[config.mk]
export PLATFORM = sky130hd
export DESIGN_NAME = ibex_cheri_memcheck_queue
export DESIGN_NICKNAME = d
export VERILOG_FILES = /design/src/rtl/ibex_pkg.sv /design/src/rtl/ibex_cheri_exc_fifo.sv /design/src/rtl/ibex_cheri_memcheck_queue.sv
export SDC_FILE = /design/constraint.sdc
export NUM_CORES = 1
export LEC_CHECK = 0
export CORE_MARGIN = 2
export CORE_UTILIZATION = 40
export CTS_CLUSTER_SIZE = 40
export DETAILED_ROUTE_END_ITERATION = 10
export PLACE_DENSITY = 0.8
export REMOVE_ABC_BUFFERS = 1
export SYNTH_ARGS = -nofsm -noshare
export SYNTH_HDL_FRONTEND = slang
export SYNTH_HIERARCHICAL = 1
export SYNTH_SLANG_ARGS = --single-unit
[constraint.sdc]
create_clock -name clk_i -period 4.2 [get_ports clk_i]
set_input_delay 0.84 -clock clk_i [delete_from_list [all_inputs] [get_ports clk_i]]
set_output_delay 0.84 -clock clk_i [all_outputs]
set_load 0.1 [all_outputs]
[src/rtl/ibex_pkg.sv]
// Shared CHERI definitions: violation bit positions in the memory exception vector and
// the permission index used for instruction fetch checks.
package ibex_pkg;

  typedef enum int unsigned {
    TAG_VIOLATION       = 0,
    SEAL_VIOLATION      = 1,
    LOAD_VIOLATION      = 2,
    STORE_VIOLATION     = 3,
    EXECUTE_VIOLATION   = 4,
    LENGTH_VIOLATION    = 5,
    ALIGNMENT_VIOLATION = 6
  } cheri_violation_e;

  localparam int unsigned CheriExcWidth      = 7;
  localparam int unsigned PermitExecuteIndex = 4;

  // Access size in bytes for a data_type encoding.
  function automatic logic [3:0] access_size(logic [1:0] data_type);
    logic [3:0] size;
    case (data_type)
      2'b00:   size = 4'd4;
      2'b01:   size = 4'd2;
      2'b10:   size = 4'd1;
      default: size = 4'd8;
    endcase
    return size;
  endfunction

endpackage

[src/rtl/ibex_cheri_exc_fifo.sv]
// Small FIFO holding per-request exception entries until the matching response arrives.
// Pointers wrap modulo Depth; occupancy lives in its own counter.
module ibex_cheri_exc_fifo #(
  parameter int unsigned Width = 8,
  parameter int unsigned Depth = 2
) (
  input  logic             clk_i,
  input  logic             rst_i,
  input  logic             push_i,
  input  logic             pop_i,
  input  logic [Width-1:0] wdata_i,
  output logic [Width-1:0] rdata_o,
  output logic             full_o,
  output logic             empty_o
);

  localparam int unsigned PtrW = (Depth > 1) ? $clog2(Depth) : 1;
  localparam int unsigned CntW = $clog2(Depth + 1);

  logic [PtrW-1:0]  wptr_q, wptr_d, rptr_q, rptr_d;
  logic [CntW-1:0]  count_q, count_d;
  logic [Width-1:0] mem_q [Depth];

  function automatic logic [PtrW-1:0] ptr_inc(logic [PtrW-1:0] ptr);
    return (ptr == PtrW'(Depth - 1)) ? '0 : ptr + 1'b1;
  endfunction

  always_comb begin
    wptr_d  = push_i ? ptr_inc(wptr_q) : wptr_q;
    rptr_d  = pop_i ? ptr_inc(rptr_q) : rptr_q;
    count_d = count_q;
    if (push_i && !pop_i) begin
      count_d = count_q + 1'b1;
    end else if (!push_i && pop_i) begin
      count_d = count_q - 1'b1;
    end
  end

  always_ff @(posedge clk_i) begin
    if (rst_i) begin
      wptr_q  <= '0;
      rptr_q  <= '0;
      count_q <= '0;
    end else begin
      wptr_q  <= wptr_d;
      rptr_q  <= rptr_d;
      count_q <= count_d;
    end
  end

  // Storage needs no reset: entries are only read while occupancy covers them.
  always_ff @(posedge clk_i) begin
    if (push_i) begin
      mem_q[wptr_q] <= wdata_i;
    end
  end

  assign rdata_o = mem_q[rptr_q];
  assign full_o  = (count_q == CntW'(Depth));
  assign empty_o = (count_q == '0);

endmodule

[src/rtl/ibex_cheri_memcheck_queue.sv]
// Checks each granted access against the authority capability and queues the verdict until
// its response returns. Optional capability alignment check: IBEX_CHERI_CAP_ALIGN_EN.
module ibex_cheri_memcheck_queue
  import ibex_pkg::*;
#(
  parameter bit          DataMem        = 1'b1,
  parameter bit          StableOut      = 1'b1,
  parameter int unsigned MaxOutstanding = 2
) (
  input  logic                     clk_i,
  input  logic                     rst_i,
  input  logic                     auth_tag_i,
  input  logic                     auth_sealed_i,
  input  logic [30:0]              auth_perms_i,
  input  logic [31:0]              auth_base_i,
  input  logic [32:0]              auth_top_i,
  input  logic                     data_req_i,
  input  logic                     data_gnt_i,
  input  logic                     data_rvalid_i,
  input  logic [31:0]              data_addr_i,
  input  logic                     data_we_i,
  input  logic [1:0]               data_type_i,
  input  logic [3:0]               data_be_i,
  input  logic                     data_cap_i,
  output logic                     data_req_o,
  output logic                     data_gnt_o,
  output logic                     data_we_o,
  output logic [CheriExcWidth-1:0] cheri_mem_exc_o,
  output logic                     instr_upper_exc_o,
  output logic                     queue_err_o
);

  localparam int unsigned EntryW = CheriExcWidth + 1;

  logic [3:0]               size;
  logic [1:0]               low_bits;
  logic [31:0]              act_addr, upper_addr;
  logic [32:0]              act_end, upper_end;
  logic [CheriExcWidth-1:0] exc_d;
  logic                     upper_d;
  logic [EntryW-1:0]        head, stable_q, resp;
  logic                     push, pop, full, empty, full_gate;
  logic                     err_q;
  logic                     unused_sig;

  always_comb begin
    size     = 4'd2;
    low_bits = 2'b00;
    if (DataMem) begin
      size = access_size(data_type_i);
      if (data_be_i[0])      low_bits = 2'b00;
      else if (data_be_i[1]) low_bits = 2'b01;
      else if (data_be_i[2]) low_bits = 2'b10;
      else                   low_bits = 2'b11;
    end
  end

  assign act_addr   = {data_addr_i[31:2], low_bits};
  assign upper_addr = {data_addr_i[31:2], 2'b10};
  assign act_end    = {1'b0, act_addr} + {29'd0, size};
  assign upper_end  = {1'b0, upper_addr} + 33'd2;

  always_comb begin
    exc_d                    = '0;
    exc_d[TAG_VIOLATION]     = ~auth_tag_i;
    exc_d[SEAL_VIOLATION]    = auth_sealed_i;
    exc_d[LOAD_VIOLATION]    = ~data_we_i & ~auth_perms_i[2];
    exc_d[STORE_VIOLATION]   = data_we_i & ~auth_perms_i[3];
    exc_d[EXECUTE_VIOLATION] = !DataMem & ~auth_perms_i[PermitExecuteIndex];
    exc_d[LENGTH_VIOLATION]  = (act_addr < auth_base_i) | (act_end > auth_top_i);
`ifdef IBEX_CHERI_CAP_ALIGN_EN
    exc_d[ALIGNMENT_VIOLATION] = DataMem & data_cap_i & (act_addr[2:0] != 3'b000);
`endif
  end

  assign upper_d   = !DataMem & (upper_end > auth_top_i);
  assign data_we_o = data_we_i & ~|exc_d;

  // A response popping in this cycle frees a slot, so a full queue may still accept a request.
  assign pop        = data_rvalid_i & ~empty;
  assign full_gate  = full & ~pop;
  assign data_req_o = data_req_i & ~full_gate;
  assign data_gnt_o = data_gnt_i & ~full_gate;
  assign push       = data_req_o & data_gnt_i;

  ibex_cheri_exc_fifo #(
    .Width (EntryW),
    .Depth (MaxOutstanding)
  ) u_fifo (
    .clk_i   (clk_i),
    .rst_i   (rst_i),
    .push_i  (push),
    .pop_i   (pop),
    .wdata_i ({upper_d, exc_d}),
    .rdata_o (head),
    .full_o  (full),
    .empty_o (empty)
  );

  if (StableOut) begin : g_stable
    always_ff @(posedge clk_i) begin
      if (rst_i) begin
        stable_q <= '0;
      end else if (pop) begin
        stable_q <= head;
      end
    end
  end else begin : g_unstable
    assign stable_q = '0;
  end

  always_ff @(posedge clk_i) begin
    if (rst_i) begin
      err_q <= 1'b0;
    end else if (data_rvalid_i && empty) begin
      err_q <= 1'b1;
    end
  end

  always_comb begin
    resp = stable_q;
    if (data_rvalid_i) begin
      resp = empty ? '0 : head;
    end
  end

  assign cheri_mem_exc_o   = resp[CheriExcWidth-1:0];
  assign instr_upper_exc_o = resp[EntryW-1];
  assign queue_err_o       = err_q;

  assign unused_sig = ^{auth_perms_i, data_cap_i, data_addr_i[1:0]};

endmodule

# Word level (Yosys, flattened, before mapping)
# Memories as Yosys holds them, arrays and structs flattened. A register that Yosys moved wholly into a read port is not among the register bits.
# Cells that the tools add are included.
# totals
ff_bits	13
ram_bits	10
inputBits	143
output_inout_bits	12
elab_cells	56
mem_count	1
# mem_list
memory	words	width	read_ports	rd_clocked_by_memory_dff	write_ports	line	text
u_fifo.mem_q	2	5	1	1	1	ibex_cheri_exc_fifo.sv:22	logic [Width-1:0] mem_q [Depth];
# classes
addsub	5
magnitude_cmp	2
eq_ne	3
n_mux	14
n_bitwise	16
reduce_logical	10
# op_table
cell	count
32-bit by 4-bit adder with 33-bit output	1
33-bit > comparator	1
32-bit < comparator	1
8-bit 2-to-1 mux	2
4-bit case mux with 3 select lines	1
1-bit AND	8
2-bit 2-to-1 mux	4
1-bit 2-to-1 mux	7
1-bit NOT	7
5-bit OR reduction	1
2-bit equality test, second input constant	2
2-bit zero test	2
1-bit logical AND	3
1-bit zero test	3
1-bit adder, second input constant	2
2-bit by 1-bit adder with 2-bit output, second input constant	1
2-bit by 1-bit equality test with 1-bit output, second input constant	1
2-bit nonzero test	1
2-bit by 1-bit subtractor with 2-bit output, second input constant	1
1-bit OR	1

# Longest topological paths before layout
# depth
word_depth	12
ltp_mapped	17
depth_no_buf	17

# Cells and area by module
# Netlist, hierarchy kept.
# by_module_without_submodules
module	n_inst	cells_per_inst	area_each_um2	seq_area_each_um2
ibex_cheri_memcheck_queue	1	395	2766.4	180.2
ibex_cheri_exc_fifo	1	47	783.3	580.6

# Least setup slack after synthesis
# OpenSTA, ideal clock, no wires.
# synth_timing
kind	input port to output port
startpoint	in data_be_i[1]
endpoint	out data_we_o
arrival_time_ps	4142
required_time_ps	3360
path_slack_ps	-782
path_stages	17
path_buffers	0
path_cell_list	inv_1 a21oi_1 ha_1 fa_1 a21o_1 a21oi_4 nor2_1 and2_1 nand4_1 xnor2_1 ha_1 a21o_1 a21o_1 a21oi_1 o21ai_0 nor3b_1 o211a_1
# synth_between
elab_chain_len	8
elab_cells_between_ends	9
classes_between	add/sub (1); order compare (2); mux (2); bitwise (2); reduce/logical (2)
# synth_rtl
element	line	text
start: declaration	ibex_cheri_memcheck_queue.sv:23	input logic [3:0] data_be_i,
2-bit 2-to-1 mux *	ibex_cheri_memcheck_queue.sv:52	else if (data_be_i[1]) low_bits = 2'b01;
2-bit 2-to-1 mux *	ibex_cheri_memcheck_queue.sv:51	if (data_be_i[0]) low_bits = 2'b00;
32-bit by 4-bit adder with 33-bit output	ibex_cheri_memcheck_queue.sv:60	assign act_end = {1'b0, act_addr} + {29'd0, size};
33-bit > comparator	ibex_cheri_memcheck_queue.sv:70	exc_d[LENGTH_VIOLATION] = (act_addr < auth_base_i) | (act_end > auth_top_i);
1-bit OR *	ibex_cheri_memcheck_queue.sv:70	
5-bit OR reduction *	ibex_cheri_memcheck_queue.sv:77	assign data_we_o = data_we_i & ~|exc_d;
1-bit zero test *	ibex_cheri_memcheck_queue.sv:77	
1-bit AND *	ibex_cheri_memcheck_queue.sv:77	
end: declaration	ibex_cheri_memcheck_queue.sv:27	output logic data_we_o,
# Every way passes the cells marked *; elsewhere a longest branch is shown, timed or not.

# Worst setup path after layout
# layout_timing
startpoint	in data_be_i[2]
endpoint	out data_we_o
# layout_between
elab_chain_len	9
elab_cells_between_ends	10
classes_between	add/sub (1); order compare (2); mux (3); bitwise (2); reduce/logical (2)
# layout_rtl
element	line	text
1-bit 2-to-1 mux *	ibex_cheri_memcheck_queue.sv:53	else if (data_be_i[2]) low_bits = 2'b10;
2-bit 2-to-1 mux *	ibex_cheri_memcheck_queue.sv:52	
2-bit 2-to-1 mux *	ibex_cheri_memcheck_queue.sv:51	
32-bit by 4-bit adder with 33-bit output	ibex_cheri_memcheck_queue.sv:60	
33-bit > comparator	ibex_cheri_memcheck_queue.sv:70	
1-bit OR *	ibex_cheri_memcheck_queue.sv:70	
5-bit OR reduction *	ibex_cheri_memcheck_queue.sv:77	
1-bit zero test *	ibex_cheri_memcheck_queue.sv:77	
1-bit AND *	ibex_cheri_memcheck_queue.sv:77	
# Marks and branches as above.

==> results by group <==
Power
  – Pwr Density: 261 mW/mm²
  – Leak Pwr: 2.66 nW
  – Pwr Total: 0.00145 W
  – Max VDD drop: 0.000201 V

Run status
  – Failing checks: negative setup slack
  – Status: finished, violations left

Die
  – Starting density of the core: 0.409
  – Die footprint: 0.00964 mm²
  – Io pins: 155
  – # rows: 34
  – Total core area: 0.00868 mm²
  – Die width: 98.2 µm
  – Chip height: 98.2 µm

Critical path
  – Critical Path Max Stage Delay: 270 ps
  – Crit-path slowest cell: ha_1
  – Crit. End Element: primary output
  – CP Cell Sequence: buf_2, a21oi_4, ha_4, fa_2, a21o_1, a21oi_4, nor4_4, nand4_2, nor2_2, xor2_1, ha_1, nand2_2, o211ai_1, a22oi_1, nand2_1, nor3b_2, o211a_1, buf_12
  – Required time of the worst setup path: 3360 ps
  – Crit-path max FO: 4
  – Worst Path Buf+Inv: 2
  – CP arrival: 3980 ps
  – Kind of critical path: in2out
  – Delay-heaviest family, CP: simple AND/OR/NAND/NOR gates
  – Most used cell, CP: a21oi_4
  – Startpoint Class: primary input

CTS
  – CTS root buf: clkbuf_8
  – Total CTS buffers: 5
  – Max H-tree Level: 2
  – Clk_lat worst skew: 280 ps
  – Clock Pin Slew Worst Setup and Hold Paths: 60 ps
  – Clock sink count: 30
  – Bufs on Longest Clock Path: 2
  – CTS tree: yes
  – Hold_buf cts: 0

Drt
  – Vias/cell: 5.13
  – DRC violations left: 0
  – Drt first-iter violations: 146
  – Drt first pass iters: 4
  – Routed vias: 3786
  – Routed wire per std cell: 14.6 µm
  – Final Routed Wirelength: 10700 µm
  – Post-DRT Antenna Nets: 0

Global route
  – First-pass GRT wire length: 18000 µm
  – Total GRT Usage: 0.228
  – Number of global-route vias before repair: 4111
  – Initial antenna violation count: 0
  – Total gr overflow: 0
  – Largest net degree at the start of global routing: 15

Synthesis
  – Syn_area_per_cell: 8.03 µm²
  – Synthesized cell area: 0.00355 mm²
  – Netlist cell types: 50
  – Most used DFF post-synth: edfxtp_1
  – Synth top area share: 0.243
  – Ys async rst share: 0
  – Synth area leaders: ha_1 24%, edfxtp_1 14%, inv_1 8.6%
  – Post-synth EDFFs: 16
  – Mapped Cells: 442
  – Dominant cell type by area after synthesis: ha_1
  – Seq/Total Area, Yosys: 0.214
  – #FFs+latches synth: 30
  – Warnings from Yosys: 6

STA
  – Setup Viol. Count Final: 1
  – Minimum clock period: 4820 ps
  – Slew @ Worst Pin: 984 ps
  – RSZ-0062 raised after global routing: yes
  – Relative slew margins: 0.342
  – Setup tns final: -623 ps
  – Hold Violations, Final: 0
  – Max Fclk: 207 MHz
  – Final Worst Setup Slack: -623 ps
  – Clk_skew: 6.68 ps
  – Slew Limit Fails: 0
  – Crit share post-route: 1.15
  – Min Hold Slack: 458 ps

Placement
  – Setup WS pre-CTS: -1200 ps
  – Placed Area: 0.00526 mm²
  – I/O Buffers: 121
  – Gpl congestion: 0.990
  – DPL Wire Length: 8880 µm

Min path
  – Tightest Hold Check Type: reg2reg

Cells and area
  – Filler cells: 728
  – Antenna diodes: 0
  – Final net count: 842
  – Most frequent cells in the layout: 88 x clkdlybuf4s50_1, 80 x inv_1, 67 x buf_4
  – P&R area growth vs syn: 56.6%
  – Post-route cell area: 0.00556 mm²
  – Proportion of layout cells with a drive suffix above 1: 0.205
  – Most common cell after layout, fill and taps aside: clkdlybuf4s50_1
  – Area of the multi-input gates: 0.00266 mm²
  – Reg area: 761 µm²

Job
  – Max_cap viols: 0
through the flow:
stage | std cells | util
floorplan | 443 | -
global placement | 722 | 0.606
detailed placement | 722 | 0.606
CTS | 738 | 0.640
global route | 738 | 0.641
finish | 738 | 0.641
state kept, by name, summed over array words and instances, names as in the netlist, named ones only:
signal          cells
queue_err_o         1
stable_q            8
u_fifo/count_q      2
u_fifo/mem_q       16
u_fifo/rptr_q       1
u_fifo/wptr_q       1
power by group:
part	internal, W	total [W]	leakage [nW]	switching [W]
registers	0.000361	0.000394	0.262	0.0000330
clock network	0.000132	0.000233	0.0482	0.000101
logic	0.000327	0.000827	2.35	0.000500
cells by family after synthesis:
logic type,share of synthesized area
other,0.00106
AOI/OAI and AO/OA,0.139
buffers and inverters,0.0913
adders and majority gates,0.249
DFF,0.214
xor gates and xnor gates,0.0839
muxes,0.0254
and+or+nand+nor,0.196
synthesized netlist by cell type, types with 7 or more instances:
cell / instances
xor2_1: 12
nor2_1: 23
inv_1: 81
ha_1: 69
a21o_1: 7
nand4_1: 16
nand2_1: 45
dfxtp_1: 14
mux2_2: 8
edfxtp_1: 16
o21ai_0: 20
a21oi_1: 31
xnor2_1: 22
nand3_1: 14
cell type report:
cell class,count,area share
clock buffer,7,0.0155
clock inverter,1,0.000900
inverter,82,0.0558
multi-input combinational,331,0.478
sequential,30,0.137
tap,108,0.0243
timing repair buffer,179,0.289
path summary, 6_finish.rpt:
check	startpoint	to	slack (ps)	cells past startpoint
worst max-delay path	data_be_i[2]	data_we_o	-620	18
worst min-delay path	stable_q[1]	stable_q[1]	460	2
worst max register to register	u_fifo/count_q[0]	u_fifo/mem_q[0][7]	1860	5
worst min register to register	stable_q[1]	stable_q[1]	460	2
layer usage:
layer	vias to the layer above	global-route usage	wire [µm]
li1	1887	-	-
met1	1733	0.261	4310
met2	141	0.430	5490
met3	25	0.0429	702
met4	0	0.0632	238
met5	-	0	0
worst min-delay path: cells and delay by family (launching register included):
family,cells,cell delay (ps)
flops,1,310
simple gates,1,50
compound gates,1,50
repair_timing:
| action | in CTS | in global routing |
|---|---|---|
| resized for setup | 80 | 1 |
| buffers inserted | 8 | 0 |
| setup endpoints to repair | 3 | 1 |
| pin swaps | 31 | 0 |
No activity file was read; power rests on OpenSTA's default activity.
